==> config.mk <==
export PLATFORM = sky130hd
export DESIGN_NAME = rgb_fade_sequencer
export DESIGN_NICKNAME = d
export VERILOG_FILES = /design/src/rtl/rgb_mixer_pkg.sv /design/src/rtl/fade_channel.sv /design/src/rtl/rgb_fade_sequencer.sv
export SDC_FILE = /design/constraint.sdc
export NUM_CORES = 1
export LEC_CHECK = 0
export ABC_CLOCK_PERIOD_IN_PS = 6400
export CAP_MARGIN = 10
export CORE_ASPECT_RATIO = 1.4
export CORE_MARGIN = 5
export CORE_UTILIZATION = 60
export CTS_BUF_LIST = sky130_fd_sc_hd__clkbuf_2 sky130_fd_sc_hd__clkbuf_4 sky130_fd_sc_hd__clkbuf_8
export CTS_CLUSTER_SIZE = 10
export DETAILED_ROUTE_END_ITERATION = 6
export GPL_TIMING_DRIVEN = 1
export HOLD_SLACK_MARGIN = 0.02
export MAX_ROUTING_LAYER = met4
export PLACE_DENSITY = 0.83
export SLEW_MARGIN = 40
export SYNTH_ARGS = -nofsm -noshare
export SYNTH_HDL_FRONTEND = slang
export SYNTH_SLANG_ARGS = --single-unit
==> constraint.sdc <==
create_clock -name clk -period 6.4 [get_ports clk]
set_clock_uncertainty 0.15 [all_clocks]
set_input_delay 0.96 -clock clk [delete_from_list [all_inputs] [get_ports clk]]
set_output_delay 0.96 -clock clk [all_outputs]
set_load 0.01 [all_outputs]
==> src/rtl/rgb_mixer_pkg.sv <==
// Shared types and constants for the RGB PWM mixer blocks.
package rgb_mixer_pkg;

    localparam int unsigned LEVEL_W  = 8;
    localparam int unsigned PRESET_W = 3 * LEVEL_W;

    // Channel positions inside a packed {r, g, b} preset word.
    localparam int unsigned R_LSB = 2 * LEVEL_W;
    localparam int unsigned G_LSB = 1 * LEVEL_W;
    localparam int unsigned B_LSB = 0;

    typedef enum logic [1:0] {
        IDLE = 2'd0,
        FADE = 2'd1,
        HOLD = 2'd2
    } state_t;

endpackage

==> src/rtl/fade_channel.sv <==
// One PWM level register: steps one LSB toward a target, or loads a value directly.
module fade_channel
    import rgb_mixer_pkg::*;
(
    input  logic               clk,
    input  logic               reset,
    input  logic               step_en,
    input  logic               load_en,
    input  logic [LEVEL_W-1:0] load_val,
    input  logic [LEVEL_W-1:0] target,
    output logic [LEVEL_W-1:0] level,
    output logic               at_target
);

    logic [LEVEL_W:0] level_x;
    logic [LEVEL_W:0] target_x;

    assign level_x  = {1'b0, level};
    assign target_x = {1'b0, target};

    // High when the level equals the target after the next step (already there or one LSB away).
    assign at_target = (level_x == target_x)
                    || ((level_x + (LEVEL_W+1)'(1)) == target_x)
                    || (level_x == (target_x + (LEVEL_W+1)'(1)));

    always_ff @(posedge clk or negedge reset) begin
        if (!reset) begin
            level <= '0;
        end else if (load_en) begin
            level <= load_val;
        end else if (step_en) begin
            if (level < target) begin
                level <= level + LEVEL_W'(1);
            end else if (level > target) begin
                level <= level - LEVEL_W'(1);
            end
        end
    end

endmodule

==> src/rtl/rgb_fade_sequencer.sv <==
// Steps through a preset table, crossfading three PWM levels toward each preset and holding.
module rgb_fade_sequencer
    import rgb_mixer_pkg::*;
#(
    parameter int unsigned NUM_STEPS  = 4,
    parameter int unsigned TICK_DIV   = 256,
    parameter int unsigned HOLD_TICKS = 64
) (
    input  logic                         clk,
    input  logic                         reset,
    input  logic                         start,
    input  logic                         stop,
    input  logic                         manual,
    input  logic [7:0]                   enc0,
    input  logic [7:0]                   enc1,
    input  logic [7:0]                   enc2,
    input  logic                         wr_en,
    input  logic [$clog2(NUM_STEPS)-1:0] wr_addr,
    input  logic [23:0]                  wr_data,
    output logic [7:0]                   level0,
    output logic [7:0]                   level1,
    output logic [7:0]                   level2,
    output logic [$clog2(NUM_STEPS)-1:0] step_idx,
    output logic                         busy,
    output logic                         step_done
);

    localparam int unsigned IDX_W  = $clog2(NUM_STEPS);
    localparam int unsigned TICK_W = $clog2(TICK_DIV);
    localparam int unsigned HOLD_W = $clog2(HOLD_TICKS + 1);

    state_t              state;
    logic [TICK_W-1:0]   tick_cnt;
    logic [HOLD_W-1:0]   hold_cnt;
    logic [PRESET_W-1:0] preset_tbl [NUM_STEPS];
    logic [PRESET_W-1:0] target;
    logic                tick;
    logic                fade_step;
    logic [2:0]          at_tgt;

    assign target    = preset_tbl[step_idx];
    assign tick      = (state != IDLE) && !manual && (tick_cnt == TICK_W'(TICK_DIV - 1));
    assign fade_step = tick && (state == FADE);

    // Preset table; writes land at the next edge in any state.
    always_ff @(posedge clk or negedge reset) begin
        if (!reset) begin
            for (int i = 0; i < int'(NUM_STEPS); i++) begin
                preset_tbl[i] <= '0;
            end
        end else if (wr_en) begin
            preset_tbl[wr_addr] <= wr_data;
        end
    end

    // Sequencer FSM with prescaler and hold counter; manual freezes everything but the prescaler clear.
    always_ff @(posedge clk or negedge reset) begin
        if (!reset) begin
            state     <= IDLE;
            step_idx  <= '0;
            busy      <= 1'b0;
            step_done <= 1'b0;
            tick_cnt  <= '0;
            hold_cnt  <= '0;
        end else begin
            step_done <= 1'b0;
            if (manual) begin
                tick_cnt <= '0;
            end else if (stop) begin
                state    <= IDLE;
                busy     <= 1'b0;
                tick_cnt <= '0;
                hold_cnt <= '0;
            end else if (start) begin
                state    <= FADE;
                busy     <= 1'b1;
                step_idx <= '0;
                tick_cnt <= '0;
                hold_cnt <= '0;
            end else if (state != IDLE) begin
                tick_cnt <= tick ? '0 : tick_cnt + TICK_W'(1);
                if (tick) begin
                    case (state)
                        FADE: begin
                            if (&at_tgt) begin
                                state    <= HOLD;
                                hold_cnt <= '0;
                            end
                        end
                        HOLD: begin
                            if (hold_cnt == HOLD_W'(HOLD_TICKS - 1)) begin
                                hold_cnt  <= '0;
                                step_done <= 1'b1;
                                step_idx  <= step_idx + IDX_W'(1);
                                state     <= FADE;
                            end else begin
                                hold_cnt <= hold_cnt + HOLD_W'(1);
                            end
                        end
                        default: state <= IDLE;
                    endcase
                end
            end
        end
    end

    fade_channel u_ch_r (
        .clk       (clk),
        .reset     (reset),
        .step_en   (fade_step),
        .load_en   (manual),
        .load_val  (enc0),
        .target    (target[R_LSB +: LEVEL_W]),
        .level     (level0),
        .at_target (at_tgt[0])
    );

    fade_channel u_ch_g (
        .clk       (clk),
        .reset     (reset),
        .step_en   (fade_step),
        .load_en   (manual),
        .load_val  (enc1),
        .target    (target[G_LSB +: LEVEL_W]),
        .level     (level1),
        .at_target (at_tgt[1])
    );

    fade_channel u_ch_b (
        .clk       (clk),
        .reset     (reset),
        .step_en   (fade_step),
        .load_en   (manual),
        .load_val  (enc2),
        .target    (target[B_LSB +: LEVEL_W]),
        .level     (level2),
        .at_target (at_tgt[2])
    );

endmodule

==> flow_summary.yaml, run 1 <==
logic_synthesis:
  post-synth-top-area-fraction_pct: 39.3
  synth.avg_cell_area_um2: 10.8
  async_flop_share_pct: 100
  synth_cells: 828
  ys_types: 66
  yosysTopAreaCell: "dfrtp_1"
  ys_ff_latch: 141
  ys_top_cells_by_area: "dfrtp_1 (39%), mux2_2 (12%), ha_1 (7.5%), mux4_2 (5.8%), xnor2_1 (4.2%)"
  synth_area_um2: 8980
  yosysWarnings: 0
  synth_fp_nets: 941
  ys_dominant_reg_cell: "dfrtp_1"
  synth-seq-area-share_pct: 39.3
  synth_edf_count: 0
die:
  ios: 84
  initial_core_util_pct: 60.5
  coreArea_um2: 14900
  die_y_um: 155
  die_x_um: 113
  num_rows: 53
  die-area_um2: 17500
hold_path:
  hold_path_depth: 1
  hp-class: "reg -> reg"
  min_from: "preset_tbl[36]$_DFFE_PN0P_"
clock_tree:
  cts_made_buffers: 17
  clk_latency_ns: 0.45
  cts_max_level: 4
  cts-root-buf: "clkbuf_8"
  cts_resized: 0
  post_cts.repair.setup_buffers: 0
  cts_tree: "done"
  clkTransAtPathRegs_ns: 0.10
  clock_path_buffers: 2
  ctsHoldBuffers: 0
  clock-sinks: 141
power_and_ir_drop:
  p_clk_share_pct: 25.9
  power_uw: 2780
  vdd_drop_max_mv: 0.165
  pwr-share-seq_pct: 40.9
  netSwitchingFraction_pct: 34.6
  p_int_uw: 1820
  p_switching_uw: 962
  leakagePower_uw: 0.00437
  p_per_area_nw_per_um2: 267
  combinationalPowerShare_pct: 33.2
grt:
  grt_max_degree: 75
  first_global_vias: 6945
  track_usage_pct: 24.9
  grt_pass1_wl_um: 34200
  antenna_found_initial: 0
  grt_overflow: 0
critical_path:
  reg2reg_depth: 20
  start_kind: "flop"
  path_cells: "buf_4, mux4_2, inv_1, ha_1, nor2b_1, o21ai_0, nand2b_1, a21oi_1, o21ai_0, buf_4, ha_1, a21o_1, a21oi_1, o21bai_1, a21oi_1, o21bai_1, a21oi_1, xnor2_1, a211o_1, nand3_1"
  end_kind: "flop"
  required_ns: 6.65
  critPathMaxStageDelay_ns: 0.89
  critPathKind: "reg -> reg"
  cpMostUsedCell: "a21oi_1"
  crit_slowest_cell: "dfrtp_2"
  r2r-start: "step_idx[0]$_DFFE_PN0P_"
  crit_start: "step_idx[0]$_DFFE_PN0P_"
  cp_max_fo: 29
  critical_path_arrival_ns: 4.99
timing:
  whs_ns: 0.358
  max_freq_ghz: 0.211
  fin_tns_setup_ns: 0
  setup_violations: 0
  slew_violations: 0
  worst_slew_pin_slew_ns: 0.786
  fin_crit_sh_pct: 74.1
  rsz0062_at_grt: "false"
  period_minus_slack_ns: 4.74
  slew_headroom_pct: 47.6
  final-hold-violation-count: 0
cells_and_area:
  area_growth_pct: 15.7
  drive_gt1_share_pct: 19.9
  diodes: 0
  nets: 1024
route:
  wl_um: 20400
  dr.first_iter.drc_count: 399
  viasPerCell: 6.06
  via_count: 6766
  wire_per_inst_um: 18.3
  drc: 0
  ant_nets: 0
  first_pass_iters: 6
placement:
  portBuffers: 83
  hpwlAfterDp_um: 14300
  place_congestion: 0.884
status:
  status: "completed"
run:
  cap_violations: 0
[cells by family (layout without fill, tap and decap cells)]
family | count (synthesis) | count (layout) | share of synthesized area [%]
AO/OA/AOI/OAI | 149 | 149 | 10.4
adder cells (fa/ha/maj) | 57 | 57 | 8.19
XOR/XNOR | 65 | 65 | 6.51
buffers and inverters | 73 | 169 | 3.51
flip-flops | 141 | 141 | 39.3
AND/OR/NAND/NOR | 201 | 201 | 11.5
multiplexers | 142 | 142 | 20.6
[final cells by class]
class	instances	area, um2
clock buffer	18	241
clock inverter	14	153
fill	1096	4460
inverter	44	165
multi-input combinational	614	5160
sequential	141	3530
tap	192	240
timing repair buffer	93	906
[power by group through the flow]
stage                     sequential, uW  clock, uW  combinational (uW)
after global placement              1140          0                 880
after floorplan                     1110          0                 684
after global routing                1150        772                1030
after detailed placement            1150          0                 911
after CTS                           1130        734                 919
final                               1140        719                 921
[registers in the layout, indices dropped and copies added (netlist names)]
signal,flops
busy,1
hold_cnt,7
preset_tbl,96
state,2
step_done,1
step_idx,2
tick_cnt,8
u_ch_b.level,8
u_ch_g.level,8
u_ch_r.level,8
[cells in the final DEF, fill, tap and decap left out, types with 17 or more instances in the layout]
cell type | synthesis | final
mux2i_1 | 19 | 19
xnor2_1 | 43 | 43
mux2_2 | 99 | 99
nor2_1 | 35 | 35
xor2_1 | 20 | 20
inv_1 | 44 | 44
nand2_1 | 53 | 53
mux4_2 | 23 | 23
dfrtp_1 | 141 | 140
o21ai_0 | 47 | 46
nand3_1 | 34 | 34
ha_1 | 54 | 54
clkbuf_8 | 0 | 17
clkdlybuf4s50_1 | 0 | 81
a21oi_1 | 36 | 35
[path summary, 6_finish.rpt]
kind,end,slack [ns]
max reg2reg,u_ch_b.level[7]$_DFFE_PN0P_,1.66
max,u_ch_b.level[7]$_DFFE_PN0P_,1.66
min in group asynchronous,u_ch_b.level[3]$_DFFE_PN0P_,0.37
max in group asynchronous,preset_tbl[87]$_DFFE_PN0P_,4.65
min reg2reg,preset_tbl[36]$_DFFE_PN0P_,0.36
min,preset_tbl[36]$_DFFE_PN0P_,0.36
[worst max-delay path: cells and delay by family, from the launching register on]
kind                       cells  cell delay (ns)
DFF                            1             0.89
buffers and inverters          3             0.57
muxes                          1             0.58
AOI/OAI and AO/OA             10             1.61
xor gates and xnor gates       1             0.10
and+or+nand+nor                3             0.27
adders and majority gates      2             0.50
[layer usage]
layer  up-vias  wire (um)  GRT usage [%]
met5         -          0              -
li1       3202          -              -
met2       183      10000           39.4
met1      3333       8690           31.4
met4         0        742           11.5
met3        48        968           4.27
[through the flow]
step	setup slack (ns)	area, um2	cells	utilization [%]
2_1_floorplan	1.84	8980	828	-
3_3_place_gp	1.34	9980	1084	67.2
3_5_place_dp	1.61	9980	1084	67.2
4_1_cts	1.58	10400	1116	69.9
5_1_grt	1.28	10400	1116	70.0
6_report	1.66	10400	1116	70.0
[cells in the mapped netlist (6+ instances only)]
master,n
dfrtp_1,141
mux2_2,99
ha_1,54
nand2_1,53
o21ai_0,47
inv_1,44
xnor2_1,43
a21oi_1,36
nor2_1,35
nand3_1,34
mux4_2,23
xor2_1,20
clkbuf_1,19
mux2i_1,19
nor3_1,14
nand4_1,13
a21o_1,11
o21bai_1,11
and3_1,6
nor2b_1,6
No activity file was read; power rests on OpenSTA's default activity.
==> run 2, diff against run 1 <==
--- a/config.mk
+++ b/config.mk
@@ -5,18 +5,18 @@
 export SDC_FILE = /design/constraint.sdc
 export NUM_CORES = 1
 export LEC_CHECK = 0
-export ABC_CLOCK_PERIOD_IN_PS = 6400
+export ABC_CLOCK_PERIOD_IN_PS = 4100
 export CAP_MARGIN = 10
 export CORE_ASPECT_RATIO = 1.4
 export CORE_MARGIN = 5
-export CORE_UTILIZATION = 60
+export CORE_UTILIZATION = 54
 export CTS_BUF_LIST = sky130_fd_sc_hd__clkbuf_2 sky130_fd_sc_hd__clkbuf_4 sky130_fd_sc_hd__clkbuf_8
 export CTS_CLUSTER_SIZE = 10
 export DETAILED_ROUTE_END_ITERATION = 6
 export GPL_TIMING_DRIVEN = 1
 export HOLD_SLACK_MARGIN = 0.02
 export MAX_ROUTING_LAYER = met4
-export PLACE_DENSITY = 0.83
+export PLACE_DENSITY = 0.79
 export SLEW_MARGIN = 40
 export SYNTH_ARGS = -nofsm -noshare
 export SYNTH_HDL_FRONTEND = slang
==> constraint.sdc (replaced) <==
create_clock -name clk -period 4.1 [get_ports clk]
set_clock_uncertainty 0.15 [all_clocks]
set_input_delay 0.615 -clock clk [delete_from_list [all_inputs] [get_ports clk]]
set_output_delay 0.615 -clock clk [all_outputs]
set_load 0.01 [all_outputs]
==> flow_summary.yaml, run 2 (synthesized netlist as in run 1, its figures left out) <==
cells_and_area:
  largest_register_ffs: 96
  area_growth_pct: 21.1
  final_cell_mix: "dfrtp_1 (140), mux2_2 (99), clkdlybuf4s50_1 (81), nand2_1 (53), ha_1 (53)"
  fill_cells: 1213
  multi_input_area_um2: 5220
  seq_area_um2: 3530
  diodes: 0
  final_common_cell: "dfrtp_1"
  largest_register: "preset_tbl"
  drive_gt1_share_pct: 25.4
  nets: 1070
timing:
  whs_ns: 0.355
  final-hold-violation-count: 0
  period_minus_slack_ns: 3.93
  max_freq_ghz: 0.254
  slew_headroom_pct: 59.3
  setup_violations: 0
  slew_violations: 0
  layout_setup_ws_ns: 0.169
  fin_crit_sh_pct: 95.9
  worst_slew_pin_slew_ns: 0.611
grt:
  grt_use_met1_pct: 30.3
  grt_pass1_wl_um: 34500
  grt_max_degree: 108
  top_usage_layer: "met2"
  first_global_vias: 6879
  antenna_found_initial: 0
  met3_usage_pct: 3.30
  grt_overflow: 0
  track_usage_pct: 22.6
  grtUsageMet2_pct: 35.2
die:
  coreArea_um2: 16200
  num_rows: 55
  die_x_um: 119
  ios: 84
  die-area_um2: 19300
  initial_core_util_pct: 55.3
  die_y_um: 163
critical_path:
  end_kind: "flop"
  required_ns: 4.33
  start_kind: "flop"
  critical_path_arrival_ns: 4.16
  critPathKind: "reg -> reg"
  cp_max_fo: 6
placement:
  place_ws_ns: 0.0174
  hpwlAfterDp_um: 14600
  place_congestion: 0.898
  portBuffers: 83
route:
  drc: 0
  dr.first_iter.drc_count: 378
  first_pass_iters: 5
  wl_um: 20800
  wire_per_inst_um: 17.8
  via_count: 6937
  ant_nets: 0
  viasPerCell: 5.93
clock_tree:
  cts_tree: "done"
  cts_made_buffers: 17
  clock_path_buffers: 2
  clkTransAtPathRegs_ns: 0.09
  clock-sinks: 141
  cts_max_level: 4
  clk_latency_ns: 0.45
  cts-root-buf: "clkbuf_8"
power_and_ir_drop:
  power_uw: 4560
  p_per_area_nw_per_um2: 419
  vdd_drop_max_mv: 0.238
  leakagePower_uw: 0.00462
hold_path:
  hp-class: "reg -> reg"
run:
  cap_violations: 0
status:
  status: "completed"
-- run 2: changes by cell type in the layout (fill, tap and decap cells not counted), sizes merged --
cell / change
buf: +45
bufinv: +1
clkbuf: -1
clkinvlp: -1
dlygate4sd3: +1
inv: +1
-- run 2: worst paths after layout --
| kind | start | to | slack (ns) | cells past startpoint |
|---|---|---|---|---|
| max | step_idx[0]$_DFFE_PN0P_ | u_ch_b.level[7]$_DFFE_PN0P_ | 0.17 | 20 |
| min | preset_tbl[60]$_DFFE_PN0P_ | preset_tbl[60]$_DFFE_PN0P_ | 0.35 | 1 |
| max reg2reg | step_idx[0]$_DFFE_PN0P_ | u_ch_b.level[7]$_DFFE_PN0P_ | 0.17 | 20 |
| min reg2reg | preset_tbl[60]$_DFFE_PN0P_ | preset_tbl[60]$_DFFE_PN0P_ | 0.35 | 1 |
| max in group asynchronous | reset | preset_tbl[56]$_DFFE_PN0P_ | 2.45 | 4 |
| min in group asynchronous | reset | preset_tbl[24]$_DFFE_PN0P_ | 0.47 | 2 |
-- run 2: final cells by class --
class,count,share of cell area (%)
multi-input cells,614,47.9
flip-flops and latches,141,32.5
repair buffers,139,12.0
well taps,199,2.29
clock buffers,17,2.15
clock inverters,15,1.61
inverters,44,1.52
-- run 2: per-stage QoR --
stage / setup TNS, ns / cell area (um2) / std cells / util [%]
after floorplan: -0.0188 / 8990 / 828 / -
after CTS: 0 / 10700 / 1159 / 65.9
after global routing: -0.0876 / 10900 / 1169 / 67.0
after detailed placement: 0 / 10300 / 1127 / 63.3
final: 0 / 10900 / 1169 / 67.0
after global placement: 0 / 10300 / 1127 / 63.3
-- run 2: per-layer routing --
layer / vias up / routed length [um] / share of wire, %
met5: - / 0 / 0
met4: 0 / 442 / 2.1
met3: 32 / 855 / 4.1
met2: 160 / 10200 / 49
met1: 3451 / 9320 / 45
li1: 3294 / - / -
-- run 2: where the power goes --
part	total [uW]	internal, uW	leakage (uW)	switching [uW]
logic	1600	843	0.00270	760
registers	1770	1600	0.00172	171
clock network	1190	562	0.000203	624
-- run 2: repair_timing --
item,4_1_cts,5_1_grt
endpoints found under the setup margin,2,6
setup buffers,0,8
endpoints found under the hold margin,0,33
gates resized for setup,1,21
pin swaps,0,6
hold buffers,0,1
-- run 2: worst max-delay path, cell delays in order, from the launching register on --
cell and delay [ns]:
dfrtp_4 0.45, buf_8 0.14, mux4_2 0.53, inv_1 0.08
ha_1 0.23, nor2b_1 0.13, o21ai_0 0.14, nand2b_1 0.09
a21oi_2 0.15, o21ai_2 0.09, buf_4 0.15, buf_4 0.12
ha_1 0.31, inv_1 0.06, o21bai_1 0.20, a21oi_2 0.10
o21bai_1 0.13, a21oi_1 0.09, xnor2_1 0.14, a211o_1 0.29
nand3_1 0.08
==> run 3, diff against run 2 <==
--- a/config.mk
+++ b/config.mk
@@ -9,14 +9,13 @@
 export CAP_MARGIN = 10
 export CORE_ASPECT_RATIO = 1.4
 export CORE_MARGIN = 5
-export CORE_UTILIZATION = 54
+export CORE_UTILIZATION = 40
 export CTS_BUF_LIST = sky130_fd_sc_hd__clkbuf_2 sky130_fd_sc_hd__clkbuf_4 sky130_fd_sc_hd__clkbuf_8
 export CTS_CLUSTER_SIZE = 10
 export DETAILED_ROUTE_END_ITERATION = 6
 export GPL_TIMING_DRIVEN = 1
 export HOLD_SLACK_MARGIN = 0.02
 export MAX_ROUTING_LAYER = met4
-export PLACE_DENSITY = 0.79
 export SLEW_MARGIN = 40
 export SYNTH_ARGS = -nofsm -noshare
 export SYNTH_HDL_FRONTEND = slang
==> flow_summary.yaml, run 3 (synthesized netlist as in run 1, its figures left out) <==
cells_and_area:
  final_cell_mix: "dfrtp_1 (140), mux2_2 (99), clkdlybuf4s50_1 (81), ha_1 (54), nand2_1 (53)"
  fin_area_um2: 11000
  final_common_cell: "dfrtp_1"
  largest_register_ffs: 96
  fin_cells: 1270
  largest_register: "preset_tbl"
  diodes: 0
  nets: 1070
  area_growth_pct: 21.9
  final_util_pct: 49.0
  drive_gt1_share_pct: 24.5
clock_tree:
  clkTransAtPathRegs_ns: 0.08
  clock_path_buffers: 2
  clk_latency_ns: 0.46
  cts_max_level: 4
  clock-sinks: 141
  cts_made_buffers: 17
  cts-root-buf: "clkbuf_8"
  cts_tree: "done"
critical_path:
  critical_path_arrival_ns: 4.07
  path_cells: "buf_12, mux4_2, inv_1, ha_1, a21o_1, a21o_1, a21oi_1, o21ai_2, buf_4, ha_1, a21oi_1, o21bai_1, a21oi_2, o21bai_1, a21oi_1, xnor2_1, a211o_1, nand3_1"
  critPathMaxStageDelay_ns: 0.55
  end_kind: "flop"
  cp_max_fo: 9
  critPathBufInv: 3
  crit_slowest_cell: "mux4_2"
  required_ns: 4.34
  critPathKind: "reg -> reg"
  path_delay_family: "compound AO/OA/AOI/OAI gates"
  cpMostUsedCell: "a21oi_1"
  start_kind: "flop"
route:
  first_pass_iters: 4
  dr.first_iter.drc_count: 348
  drc: 0
  ant_nets: 0
  wl_um: 21500
  viasPerCell: 5.34
  wire_per_inst_um: 16.9
  via_count: 6782
timing:
  setup_violations: 0
  slew_headroom_pct: 57.3
  max_freq_ghz: 0.261
  fin_tns_setup_ns: 0
  final-hold-violation-count: 0
  period_minus_slack_ns: 3.83
  slew_violations: 0
  worst_slew_pin_slew_ns: 0.641
  fin_crit_sh_pct: 93.3
die:
  coreArea_um2: 22400
  die_y_um: 187
  die-area_um2: 25600
  ios: 84
  die_x_um: 137
  num_rows: 65
  initial_core_util_pct: 40.2
grt:
  grt_max_degree: 69
  grt_pass1_wl_um: 35600
  track_usage_pct: 17.9
  grt_overflow: 0
  antenna_found_initial: 0
  first_global_vias: 7040
power_and_ir_drop:
  p_per_area_nw_per_um2: 406
  leakagePower_uw: 0.00461
  vdd_drop_max_mv: 0.218
hold_path:
  hp-class: "reg -> reg"
run:
  cap_violations: 0
status:
  status: "completed"
placement:
  place_congestion: 0.858
  portBuffers: 83
  hpwlAfterDp_um: 15700
  dpl_cell_area_um2: 10500
  place_inst: 1233
[run 3: cell types whose count changed in the layout (fill, tap and decap cells not counted), moves of 2 or more]
cell and delta:
inv_6 -3, inv_8 -3, a21oi_2 -6, buf_12 +2, a21oi_1 +6, clkinv_4 +2
buf_8 -2
[run 3: area by class of cell]
class	instances	area [um2]
tap	301	377
fill	2094	11400
sequential	141	3530
inverter	44	165
timing repair buffer	139	1300
clock buffer	19	255
clock inverter	12	140
multi-input combinational	614	5180
[run 3: power by group]
group	internal (uW)	switching (uW)	leakage [uW]	total (uW)
Combinational	817	746	0.00270	1560
Sequential	1600	155	0.00172	1750
Clock	564	572	0.000192	1140
[run 3: worst register-to-register path, cell delays in order (launching register included)]
cell and delay [ns]:
dfrtp_2 0.41, buf_12 0.15, mux4_2 0.55, inv_1 0.10, ha_1 0.24, a21o_1 0.16
a21o_1 0.17, a21oi_1 0.16, o21ai_2 0.09, buf_4 0.17, ha_1 0.29, a21oi_1 0.18
o21bai_1 0.10, a21oi_2 0.15, o21bai_1 0.07, a21oi_1 0.17, xnor2_1 0.10, a211o_1 0.29
nand3_1 0.07
[run 3: per-layer routing]
layer,GRT usage (%),part of all wire (%)
met5,-,0
met4,5.28,1.4
met3,2.85,2.9
met2,29.6,50
met1,22.6,45
[run 3: per-stage QoR]
step | setup WS, ns | power, uW | hold slack, ns
floorplan | -0.0188 | 2810 | 0.169
global placement | 0.243 | 3290 | 0.332
detailed placement | 0.175 | 3320 | 0.338
CTS | 0.157 | 4480 | 0.356
global route | -0.0116 | 4760 | 0.365
finish | 0.275 | 4450 | 0.351
[run 3: timing repair]
item	4_1_cts	5_1_grt
setup buffers	0	5
hold endpoints to repair	65	0
endpoints found under the setup margin	0	4
gates resized for setup	0	11
hold buffers	1	0
[run 3: worst paths after layout]
path | start | to | slack [ns] | cells after the start
max in group asynchronous | reset | step_done$_DFF_PN0_ | 2.41 | 3
worst max-delay path | step_idx[0]$_DFFE_PN0P_ | u_ch_b.level[7]$_DFFE_PN0P_ | 0.27 | 18
worst min-delay path | preset_tbl[24]$_DFFE_PN0P_ | preset_tbl[24]$_DFFE_PN0P_ | 0.35 | 1
worst max register to register | step_idx[0]$_DFFE_PN0P_ | u_ch_b.level[7]$_DFFE_PN0P_ | 0.27 | 18
worst min register to register | preset_tbl[24]$_DFFE_PN0P_ | preset_tbl[24]$_DFFE_PN0P_ | 0.35 | 1
min in group asynchronous | reset | preset_tbl[75]$_DFFE_PN0P_ | 0.55 | 2
